`config.mk`:
```
export PLATFORM = sky130hd
export DESIGN_NAME = cdc_handshake_sender
export DESIGN_NICKNAME = d
export VERILOG_FILES = /design/src/rtl/cdc_hs_pkg.sv /design/src/rtl/ack_sync_chain.sv /design/src/rtl/cdc_handshake_sender.sv
export SDC_FILE = /design/constraint.sdc
export NUM_CORES = 1
export LEC_CHECK = 0
export ABC_AREA = 1
export BUFFER_PORTS_ARGS = -buffer_cell sky130_fd_sc_hd__clkbuf_2
export CAP_MARGIN = 20
export CORE_UTILIZATION = 49
export CTS_CLUSTER_SIZE = 24
export DETAILED_ROUTE_END_ITERATION = 7
export GPL_TIMING_DRIVEN = 0
export MAX_ROUTING_LAYER = met4
export PLACE_DENSITY_LB_ADDON = 0.25
export SKIP_CTS_REPAIR_TIMING = 1
export SLEW_MARGIN = 20
export SYNTH_ARGS = -nofsm -noshare
export SYNTH_HDL_FRONTEND = slang
export SYNTH_SLANG_ARGS = --single-unit
```
`constraint.sdc`:
```
create_clock -name in_clk -period 1.34 [get_ports in_clk]
set_input_delay 0.335 -clock in_clk [delete_from_list [all_inputs] [get_ports in_clk]]
set_output_delay 0.335 -clock in_clk [all_outputs]
set_load 0.01 [all_outputs]
```
`src/rtl/cdc_hs_pkg.sv`:
```
// Shared types and helpers for the toggle req/ack CDC send controller.
package cdc_hs_pkg;

   typedef enum logic [1:0] {
      IDLE  = 2'd0,
      WAIT  = 2'd1,
      ERROR = 2'd2
   } state_t;

   // The timeout counter only has to reach TIMEOUT_CYCLES-1.
   function automatic int tmo_width(input int cycles);
      return (cycles < 2) ? 1 : $clog2(cycles);
   endfunction

endpackage

```
`src/rtl/ack_sync_chain.sv`:
```
// Single-bit synchroniser chain for the ack toggle coming back from the receive domain.
module ack_sync_chain #(
   parameter int STAGES = 2
) (
   input  logic in_clk,
   input  logic in_rst_n,
   input  logic in_d,
   output logic out_q
);

   logic [STAGES-1:0] sync_q;

   always_ff @(posedge in_clk or negedge in_rst_n) begin
      if (!in_rst_n) sync_q <= '0;
      else           sync_q <= {sync_q[STAGES-2:0], in_d};
   end

   assign out_q = sync_q[STAGES-1];

endmodule

```
`src/rtl/cdc_handshake_sender.sv`:
```
// Send side of a toggle req/ack multi-bit CDC transfer: holds the word on the bus,
// flips req, and frees the channel once the synchronised ack matches req.
module cdc_handshake_sender
   import cdc_hs_pkg::*;
#(
   parameter int DATA_WIDTH     = 8,
   parameter int DELAY_CYCLES   = 2,
   parameter int TIMEOUT_CYCLES = 1023,
   parameter int CNT_WIDTH      = 16
) (
   input  logic                  in_clk,
   input  logic                  in_rst_n,
   input  logic                  in_valid,
   input  logic [DATA_WIDTH-1:0] in_data,
   output logic                  out_ready,
   output logic [DATA_WIDTH-1:0] out_data_bus,
   output logic                  out_req,
   input  logic                  in_ack,
   input  logic                  in_clear,
   output logic                  out_done,
   output logic                  out_timeout,
   output logic                  out_err,
   output logic [CNT_WIDTH-1:0]  out_count
);

   localparam int             TW       = tmo_width(TIMEOUT_CYCLES);
   localparam logic [TW-1:0]  TMO_LAST = TW'(TIMEOUT_CYCLES - 1);

   state_t                state, state_nxt;
   logic                  ack_s;
   logic [TW-1:0]         tmo_cnt, tmo_nxt;
   logic                  req_nxt, ready_nxt, done_nxt, timeout_nxt;
   logic [DATA_WIDTH-1:0] data_nxt;
   logic [CNT_WIDTH-1:0]  count_nxt;

   ack_sync_chain #(.STAGES(DELAY_CYCLES)) u_ack_sync (
      .in_clk   (in_clk),
      .in_rst_n (in_rst_n),
      .in_d     (in_ack),
      .out_q    (ack_s)
   );

   always_ff @(posedge in_clk or negedge in_rst_n) begin
      if (!in_rst_n) begin
         state        <= IDLE;
         tmo_cnt      <= '0;
         out_req      <= 1'b0;
         out_data_bus <= '0;
         out_ready    <= 1'b0;
         out_done     <= 1'b0;
         out_timeout  <= 1'b0;
         out_count    <= '0;
      end else begin
         state        <= state_nxt;
         tmo_cnt      <= tmo_nxt;
         out_req      <= req_nxt;
         out_data_bus <= data_nxt;
         out_ready    <= ready_nxt;
         out_done     <= done_nxt;
         out_timeout  <= timeout_nxt;
         out_count    <= count_nxt;
      end
   end

   always_comb begin
      state_nxt   = state;
      tmo_nxt     = tmo_cnt;
      req_nxt     = out_req;
      data_nxt    = out_data_bus;
      ready_nxt   = out_ready;
      done_nxt    = 1'b0;
      timeout_nxt = 1'b0;
      count_nxt   = out_count;
      unique case (state)
         IDLE: begin
            ready_nxt = 1'b1;
            if (in_valid && out_ready) begin
               data_nxt  = in_data;
               req_nxt   = ~out_req;
               ready_nxt = 1'b0;
               tmo_nxt   = '0;
               state_nxt = WAIT;
            end
         end
         WAIT: begin
            tmo_nxt = tmo_cnt + 1'b1;
            // A matching ack takes priority over a timeout landing on the same cycle.
            if (ack_s == out_req) begin
               state_nxt = IDLE;
               ready_nxt = 1'b1;
               done_nxt  = 1'b1;
               count_nxt = out_count + 1'b1;
            end else if (TIMEOUT_CYCLES != 0 && tmo_cnt == TMO_LAST) begin
               state_nxt   = ERROR;
               timeout_nxt = 1'b1;
            end
         end
         ERROR: begin
            // Leave only once the late ack has landed, so req/ack parity is back in step.
            if (in_clear && ack_s == out_req) begin
               state_nxt = IDLE;
               ready_nxt = 1'b1;
            end
         end
         default: state_nxt = IDLE;
      endcase
   end

   assign out_err = (state == ERROR);

endmodule

```
==> results of run 1 <==
==> sequential cells by signal, summed over array words and instances, names as in the netlist <==
name and count:
out_count 16, out_data_bus 8, out_done 1, out_ready 1, out_req 1, out_timeout 1
state 2, tmo_cnt 10, u_ack_sync.sync_q 2
==> routing by layer <==
layer / global-route usage [%] / up-vias
met2: 31.3 / 36
li1: - / 966
met3: 6.08 / 7
met5: - / -
met1: 28.4 / 886
met4: 7.98 / 0
==> cell usage after synthesis, drive strengths merged <==
cell type   n  area, um2
nand2      96        360
xor2        5       43.8
ha          7       87.6
xnor2       3       26.3
dfrtp      42       1050
nor3        4       20.0
o21ai      11       58.8
nand4      11       68.8
nor2       34        130
buf         2       12.5
nand3      15       80.1
a21oi       4       20.0
nand3b      1       7.51
clkinv      1       3.75
inv        34        128
==> metrics by stage <==
step,total power (uW),hold slack [ns],worst slack (ns),setup TNS (ns),instances
detailed placement,3200,0.335,-0.164,-2.50,361
finish,4740,0.142,-0.132,-1.43,384
global route,5060,0.135,-0.216,-3.62,384
floorplan,2720,0.0394,-0.0162,-0.0162,270
CTS,4190,0.133,-0.176,-3.01,369
global placement,3160,0.332,-0.160,-2.02,361
==> report_power, final <==
group / total, uW / internal (uW) / switching [uW] / leakage (uW)
Combinational: 1940 / 850 / 1090 / 0.000761
Clock: 989 / 558 / 432 / 0.0000524
Sequential: 1810 / 1560 / 253 / 0.000549
==> placed cells by master, fill, tap and decap left out, drive strengths merged, types with 3 or more instances in the layout <==
cell type  instances
o21ai             11
buf               18
a21oi              4
inv               35
xnor2              3
nand4             11
clkbuf            47
nand2             96
nor2              34
nor3               4
ha                 7
dfrtp             42
xor2               5
nand3             15
==> final timing paths <==
check,from,end,slack [ns],cells past startpoint
max,state[1],tmo_cnt[9],-0.13,8
min,in_ack,u_ack_sync.sync_q[0],0.14,1
max in group asynchronous,in_rst_n,state[0],0.56,1
min reg2reg,u_ack_sync.sync_q[0],u_ack_sync.sync_q[1],0.35,0
max reg2reg,state[1],tmo_cnt[9],-0.13,8
min in group asynchronous,in_rst_n,out_ready,0.16,1
==> logic make-up after synthesis <==
group           count (synthesis)  share of synthesized area (%)
fa+ha+maj                       7                           4.17
flops                          42                           50.1
xor+xnor                        8                           3.34
simple gates                  161                           31.8
compound gates                 15                           3.76
buf+inv                        37                           6.86
==> area by class of cell <==
class                      instances  area, um2  share of cell area [%]
buffer                             2       18.8                   0.680
clock inverter                     1       30.0                    1.09
sequential                        42       1050                    38.2
multi-input combinational        191       1060                    38.4
inverter                          35        136                    4.94
tap                               50       62.6                    2.27
clock buffer                       7       76.3                    2.77
timing repair buffer              56        322                    11.7
==> worst max-delay path, stage by stage, from the launching register on <==
cell     delay, ns
dfrtp_1       0.41
inv_2         0.11
ha_4          0.21
inv_4         0.05
o21ai_4       0.15
buf_6         0.15
nand3_1       0.10
o21ai_1       0.14
nor2_1        0.05
==> flow_metrics.py, run 1 <==
metrics = {
    "clocking": {
        "cts-root-buf": "clkbuf_8",
        "cts_max_level": 2,
        "cts.clk_slew.worst_paths_ns": 0.08,
        "numClockSinks": 42,
        "clk_latency_ns": 0.30,
        "clockBufferDepth": 2,
        "tritoncts": "built",
        "cts_buffers": 5,
    },
    "worst_setup_path": {
        "critical_path_arrival_ns": 1.66,
        "start_kind": "flop",
        "critPathKind": "reg -> reg",
        "path_max_fanout": 8,
        "endpoint_kind": "flop",
        "cp.required_ns": 1.53,
    },
    "power_and_ir_drop": {
        "p_per_area_nw_per_um2": 1720,
        "p_leak_uw": 0.00136,
        "ir_worst_vdd_mv": 1.32,
    },
    "global_routing": {
        "grt_pass1_vias": 1549,
        "grt_max_degree": 43,
        "grt_overflow": 0,
        "grt_pass1_wl_mm": 6.89,
        "grt_antenna_before_repair": 0,
        "grt_usage_pct": 21.5,
    },
    "routing": {
        "routed_wl_mm": 4.53,
        "drtIter0Drc": 94,
        "drt-wirelength-per-cell_um": 11.8,
        "dr_wl_met2_mm": 2.18,
        "vias": 1895,
        "wl_met3_um": 138,
        "drt_pass1_iterations": 4,
        "antenna_left": 0,
        "top_layer_used": "met4",
        "drc": 0,
        "via_per_inst": 4.93,
        "wirelength_met1_mm": 2.13,
    },
    "logic_synthesis": {
        "ys_ff_latch": 42,
        "synthesis.nets": 290,
        "yosysUniqueCellTypes": 20,
        "seq_area_frac_synth_pct": 50.1,
        "synth_area_um2": 2100,
        "synthCells": 270,
        "synth_area_per_cell_um2": 7.77,
        "ys_warn_count": 0,
    },
    "timing": {
        "setup_violations": 21,
        "tightest_slew_ns": 0.895,
        "rsz0062_at_grt": "yes",
        "fin_crit_ns": 1.47,
        "slew_headroom_pct": 40.3,
        "worst_slack_ns": -0.132,
        "timing.fmax_mhz": 680,
        "drv_slew": 0,
        "skew_ns": 0.00400,
        "hold_viol_final": 0,
        "fin_crit_sh_pct": 110,
    },
    "final_layout": {
        "areaGrowthSynthToFinish_pct": 31.5,
        "final_nets": 353,
        "fill_cells": 336,
        "postLayoutCellArea_um2": 2760,
        "utilization_pct": 68.0,
        "n_antenna_cell": 0,
        "drive_gt1_share_pct": 30.5,
    },
    "floorplanning": {
        "die_x_um": 67.4,
        "floorplan.initialDensity_pct": 51.7,
        "io_pins": 42,
        "die-area_um2": 4550,
        "num_rows": 23,
        "fp.coreArea_um2": 4060,
        "chipHeight_um": 67.4,
    },
    "outcome": {
        "violations": "setup timing",
        "outcome": "finished, violations left",
    },
    "place": {
        "portBuffers": 41,
        "place_area_um2": 2390,
        "dpl.hpwl_mm": 2.98,
        "place.gp.congestion": 0.834,
    },
    "hold_path": {
        "holdCritPathClass": "in -> reg",
    },
    "flow_run": {
        "drv_cap": 0,
    },
}
(Power assumes the default switching activity.)
==> inputs of run 2 (changes only) <==
Settings changed: SKIP_LAST_GASP from default to 1.
==> run 2 against run 1 <==
Net effect:
- the flow still finishes with violations (setup timing)
- clock power is essentially flat
- sequential cell count is the same
- count of clock-buffer cells in the layout is the same
- first-iteration DRC count grew 1.1%
- register-to-register slack is essentially flat
- die area is the same
- worst setup slack gained 0.00096 ns
- sequential power is essentially flat
- global-route usage is the same
- wire length shrank 0.49%
- combinational power is essentially flat
==> flow_metrics.py, run 2 (synthesis results as in run 1) <==
metrics = {
    "outcome": {
        "outcome": "finished, violations left",
        "violations": "setup timing",
    },
    "final_layout": {
        "final_nets": 353,
        "largest_reg_flops": 16,
        "n_antenna_cell": 0,
        "largestRegisters": "out_count (16), tmo_cnt (10), out_data_bus (8)",
        "areaGrowthSynthToFinish_pct": 31.1,
        "fill_cells": 337,
        "drive_gt1_share_pct": 29.9,
        "top_register": "out_count",
        "final_cell_mix": "89 x nand2_1, 40 x clkbuf_2, 40 x dfrtp_1, 27 x inv_1, 26 x nor2_1",
        "final_common_cell": "nand2_1",
    },
    "timing": {
        "slew_headroom_pct": 39.5,
        "fin_crit_ns": 1.47,
        "tns_ns": -1.40,
        "holdWs_ns": 0.142,
        "rsz0062_at_grt": "yes",
        "skew_ns": 0.00470,
        "fin_crit_sh_pct": 110,
        "tightest_slew_ns": 0.907,
        "timing.fmax_mhz": 680,
        "worst_slack_ns": -0.131,
        "setup_violations": 22,
        "drv_slew": 0,
        "hold_viol_final": 0,
    },
    "worst_setup_path": {
        "r2r-start": "state[1]",
        "critical_path_arrival_ns": 1.14,
        "r2r_setup_slack_ns": -0.13,
        "ff2ff_path_depth": 8,
        "start_kind": "flop",
        "endpoint_kind": "output port",
        "critPathKind": "reg -> out",
        "cp.required_ns": 1.00,
        "path_max_fanout": 3,
        "r2r-end": "tmo_cnt[9]",
    },
    "floorplanning": {
        "fp.coreArea_um2": 4060,
        "die_x_um": 67.4,
        "chipHeight_um": 67.4,
        "floorplan.initialDensity_pct": 51.7,
        "num_rows": 23,
        "die-area_um2": 4550,
        "io_pins": 42,
    },
    "clocking": {
        "numClockSinks": 42,
        "cts-root-buf": "clkbuf_8",
        "clockBufferDepth": 2,
        "tritoncts": "built",
        "clk_latency_ns": 0.30,
        "cts.clk_slew.worst_paths_ns": 0.08,
        "cts_buffers": 5,
        "cts_max_level": 2,
    },
    "global_routing": {
        "grt_usage_pct": 21.5,
        "grt_max_degree": 43,
        "grt_pass1_wl_mm": 6.89,
        "grt_antenna_before_repair": 0,
        "grt_overflow": 0,
        "grt_pass1_vias": 1549,
    },
    "routing": {
        "drt-wirelength-per-cell_um": 11.7,
        "drtIter0Drc": 95,
        "routed_wl_mm": 4.51,
        "via_per_inst": 4.86,
        "drt_pass1_iterations": 4,
        "vias": 1867,
        "drc": 0,
        "antenna_left": 0,
    },
    "flow_run": {
        "drv_cap": 0,
    },
    "hold_path": {
        "holdCritPathClass": "in -> reg",
        "whs_endpoint": "u_ack_sync.sync_q[0]",
        "hp-start": "in_ack",
        "hold-path-cell-count": 1,
    },
    "power_and_ir_drop": {
        "p_leak_uw": 0.00136,
        "ir_worst_vdd_mv": 1.30,
        "p_per_area_nw_per_um2": 1720,
    },
    "place": {
        "dpl.hpwl_mm": 2.98,
        "portBuffers": 41,
        "place.gp.congestion": 0.834,
    },
}
run 2: how the worst max path moves through the flow:
stage	to	slack [ns]	startpoint
floorplan	tmo_cnt[9]	-0.02	state[0]
global placement	state[0]	-0.16	state[0]
global route	tmo_cnt[3]	-0.21	state[1]
CTS	state[0]	-0.18	state[0]
detailed placement	state[0]	-0.16	state[0]
finish	out_err	-0.13	state[0]
run 2: layout make-up:
type | count | area [um2] | share of cell area [%]
Inverter | 35 | 136 | 4.96
Timing Repair Buffer | 56 | 318 | 11.6
Clock buffer | 7 | 76.3 | 2.77
Multi-Input combinational cell | 191 | 1060 | 38.4
Tap cell | 50 | 62.6 | 2.27
Buffer | 2 | 18.8 | 0.682
Clock inverter | 1 | 30.0 | 1.09
Sequential cell | 42 | 1050 | 38.3
run 2: metal layers:
layer | vias up | part of all wire (%) | global-route usage [%]
li1 | 967 | - | -
met1 | 861 | 48 | 28.4
met2 | 32 | 47 | 31.3
met3 | 7 | 3.3 | 6.08
met4 | 0 | 1.5 | 7.98
met5 | - | 0 | -
run 2: per-stage QoR:
stage | utilization (%) | instance area [um2] | worst slack, ns | total power, uW | std cells
after floorplan | - | 2130 | -0.0162 | 2720 | 270
after global placement | 59.0 | 2390 | -0.160 | 3160 | 361
after detailed placement | 59.0 | 2390 | -0.164 | 3200 | 361
after CTS | 61.6 | 2500 | -0.176 | 4190 | 369
after global routing | 67.8 | 2750 | -0.213 | 5050 | 384
final | 67.8 | 2750 | -0.131 | 4720 | 384
run 2: where the power goes:
group / total, uW / switching (uW) / internal [uW] / leakage [uW]
sequential: 1800 / 248 / 1560 / 0.000549
clock: 990 / 433 / 558 / 0.0000524
combinational: 1930 / 1090 / 842 / 0.000760
total: 4720 / 1770 / 2960 / 0.00136
run 2: worst max-delay path, cell delays in order, from the launching register on:
cell      delay [ns]
dfrtp_2         0.44
inv_2           0.09
ha_1            0.17
clkbuf_2        0.13
==> inputs of run 3 (changes only) <==
Settings changed: BUFFER_PORTS_ARGS -buffer_cell sky130_fd_sc_hd__clkbuf_2 to default, CORE_UTILIZATION 49 to 56, DONT_BUFFER_PORTS from default to 1.
==> run 3 against run 2 <==
Net effect:
- the flow still finishes with violations (setup timing)
- register-to-register slack got worse by 0.03 ns
- highest routed layer unchanged
- via count fell by 1.1%
- critical endpoint is now out_count[10]
- count of clock-buffer cells in the layout did not move
- first-iteration DRC count rose by 55%
- sequential power rose by 9%
- power fell by 2.4%
- wire length rose by 7.2%
- die area fell by 12%
- final cell count fell by 10%
- maximum frequency fell by 2.1%
- sequential share of layout area rose by 1.7 points
- sequential cell count did not move
==> flow_metrics.py, run 3 (synthesis results as in run 1) <==
metrics = {
    "worst_setup_path": {
        "path_max_fanout": 7,
        "crit_start": "state[1]",
        "start_kind": "flop",
        "critical_path_arrival_ns": 1.69,
        "r2r-start": "state[1]",
        "cp.required_ns": 1.53,
        "endpoint_kind": "flop",
        "critPathKind": "reg -> reg",
    },
    "final_layout": {
        "largestRegisters": "out_count (16), tmo_cnt (10), out_data_bus (8)",
        "final_cell_mix": "88 x nand2_1, 32 x dfrtp_1, 26 x nor2_1, 25 x inv_1, 13 x buf_4",
        "areaGrowthSynthToFinish_pct": 26.9,
        "fill_cells": 253,
        "drive_gt1_share_pct": 26.1,
        "utilization_pct": 76.8,
        "top_register": "out_count",
        "largest_reg_flops": 16,
        "final_common_cell": "nand2_1",
        "final_nets": 318,
        "n_antenna_cell": 0,
        "postLayoutCellArea_um2": 2660,
    },
    "clocking": {
        "cts_max_level": 2,
        "clk_latency_ns": 0.30,
        "cts-root-buf": "clkbuf_8",
        "clockBufferDepth": 2,
        "cts.clk_slew.worst_paths_ns": 0.08,
        "tritoncts": "built",
        "numClockSinks": 42,
        "cts_buffers": 5,
    },
    "hold_path": {
        "hp-start": "in_ack",
        "holdCritPathClass": "in -> reg",
    },
    "place": {
        "place_area_um2": 2180,
        "portBuffers": 0,
        "place.gp.congestion": 0.837,
        "dpl.hpwl_mm": 2.81,
    },
    "power_and_ir_drop": {
        "ir_worst_vdd_mv": 1.49,
        "p_total_uw": 4610,
        "p_per_area_nw_per_um2": 1730,
        "p_leak_uw": 0.00124,
    },
    "global_routing": {
        "grt_pass1_wl_mm": 6.93,
        "grt_antenna_before_repair": 0,
        "grt_max_degree": 43,
        "grt_usage_pct": 23.1,
        "grt_pass1_vias": 1622,
        "grt_overflow": 0,
    },
    "flow_run": {
        "drv_cap": 0,
    },
    "floorplanning": {
        "die_x_um": 63.2,
        "floorplan.initialDensity_pct": 60.5,
        "chipHeight_um": 63.2,
        "io_pins": 42,
        "die-area_um2": 4000,
        "fp.coreArea_um2": 3470,
        "num_rows": 21,
    },
    "timing": {
        "skew_ns": 0.00969,
        "drv_slew": 0,
        "setup_violations": 33,
        "slew_headroom_pct": 79.3,
        "timing.fmax_mhz": 666,
        "tightest_slew_ns": 0.309,
        "holdWs_ns": 0.0616,
        "hold_viol_final": 0,
        "tns_ns": -2.92,
        "rsz0062_at_grt": "yes",
        "fin_crit_sh_pct": 112,
        "worst_slack_ns": -0.163,
        "fin_crit_ns": 1.50,
    },
    "routing": {
        "drc": 0,
        "antenna_left": 0,
        "drt-wirelength-per-cell_um": 14.0,
        "drtIter0Drc": 147,
        "via_per_inst": 5.35,
        "routed_wl_mm": 4.83,
        "vias": 1846,
        "drt_pass1_iterations": 4,
    },
    "outcome": {
        "outcome": "finished, violations left",
        "violations": "setup timing",
    },
}
[run 3: cell count changes in the layout (fill, tap and decap cells not counted), sizes merged]
cell / before / now
dlygate4sd3: 0 / 1
clkbuf: 47 / 7
clkinv: 0 / 1
buf: 18 / 22
bufinv: 1 / 0
[run 3: worst max-delay path: stages, from the launching register on]
cell and delay [ns]:
dfrtp_1 0.42, inv_2 0.11, ha_4 0.22, buf_4 0.14, buf_6 0.10, nand3_4 0.08, nor2_4 0.13, nand2_1 0.06
nand2_1 0.08, inv_1 0.04
[run 3: through the flow]
stage | std cells | setup slack (ns)
after CTS | 324 | -0.187
after floorplan | 270 | -0.0162
final | 345 | -0.163
after global placement | 316 | -0.163
after global routing | 345 | -0.257
after detailed placement | 316 | -0.177
[run 3: worst paths after layout]
kind                                        end  slack, ns  depth (start not counted)
setup / recovery                  out_count[10]      -0.16                          9
max in group asynchronous          out_count[4]       0.60                          2
setup reg to reg                  out_count[10]      -0.16                          9
hold reg to reg            u_ack_sync.sync_q[1]       0.35                          0
hold / removal             u_ack_sync.sync_q[0]       0.06                          0
min in group asynchronous           out_timeout       0.52                          2
[run 3: cell type report]
| class | count | area (um2) | share of cell area, % |
|---|---|---|---|
| clock buffer | 7 | 86.3 | 3.24 |
| timing repair buffer | 21 | 196 | 7.38 |
| tap | 46 | 57.6 | 2.16 |
| multi-input combinational | 191 | 1090 | 41.0 |
| buffer | 2 | 22.5 | 0.846 |
| inverter | 35 | 139 | 5.22 |
| sequential | 42 | 1060 | 39.9 |
| clock inverter | 1 | 5.00 | 0.188 |
[run 3: layer usage]
layer  track usage [%]  up-vias  routed length [um]
met3              7.97       11                 295
li1                  -      894                   -
met5                 -        -                   0
met2              35.3       60                2500
met4              7.10        0                 100
met1              28.9      881                1940
[run 3: power breakdown]
group	total [uW]	internal, uW	switching [uW]
clock network	855	416	439
logic	1790	809	984
registers	1960	1560	396
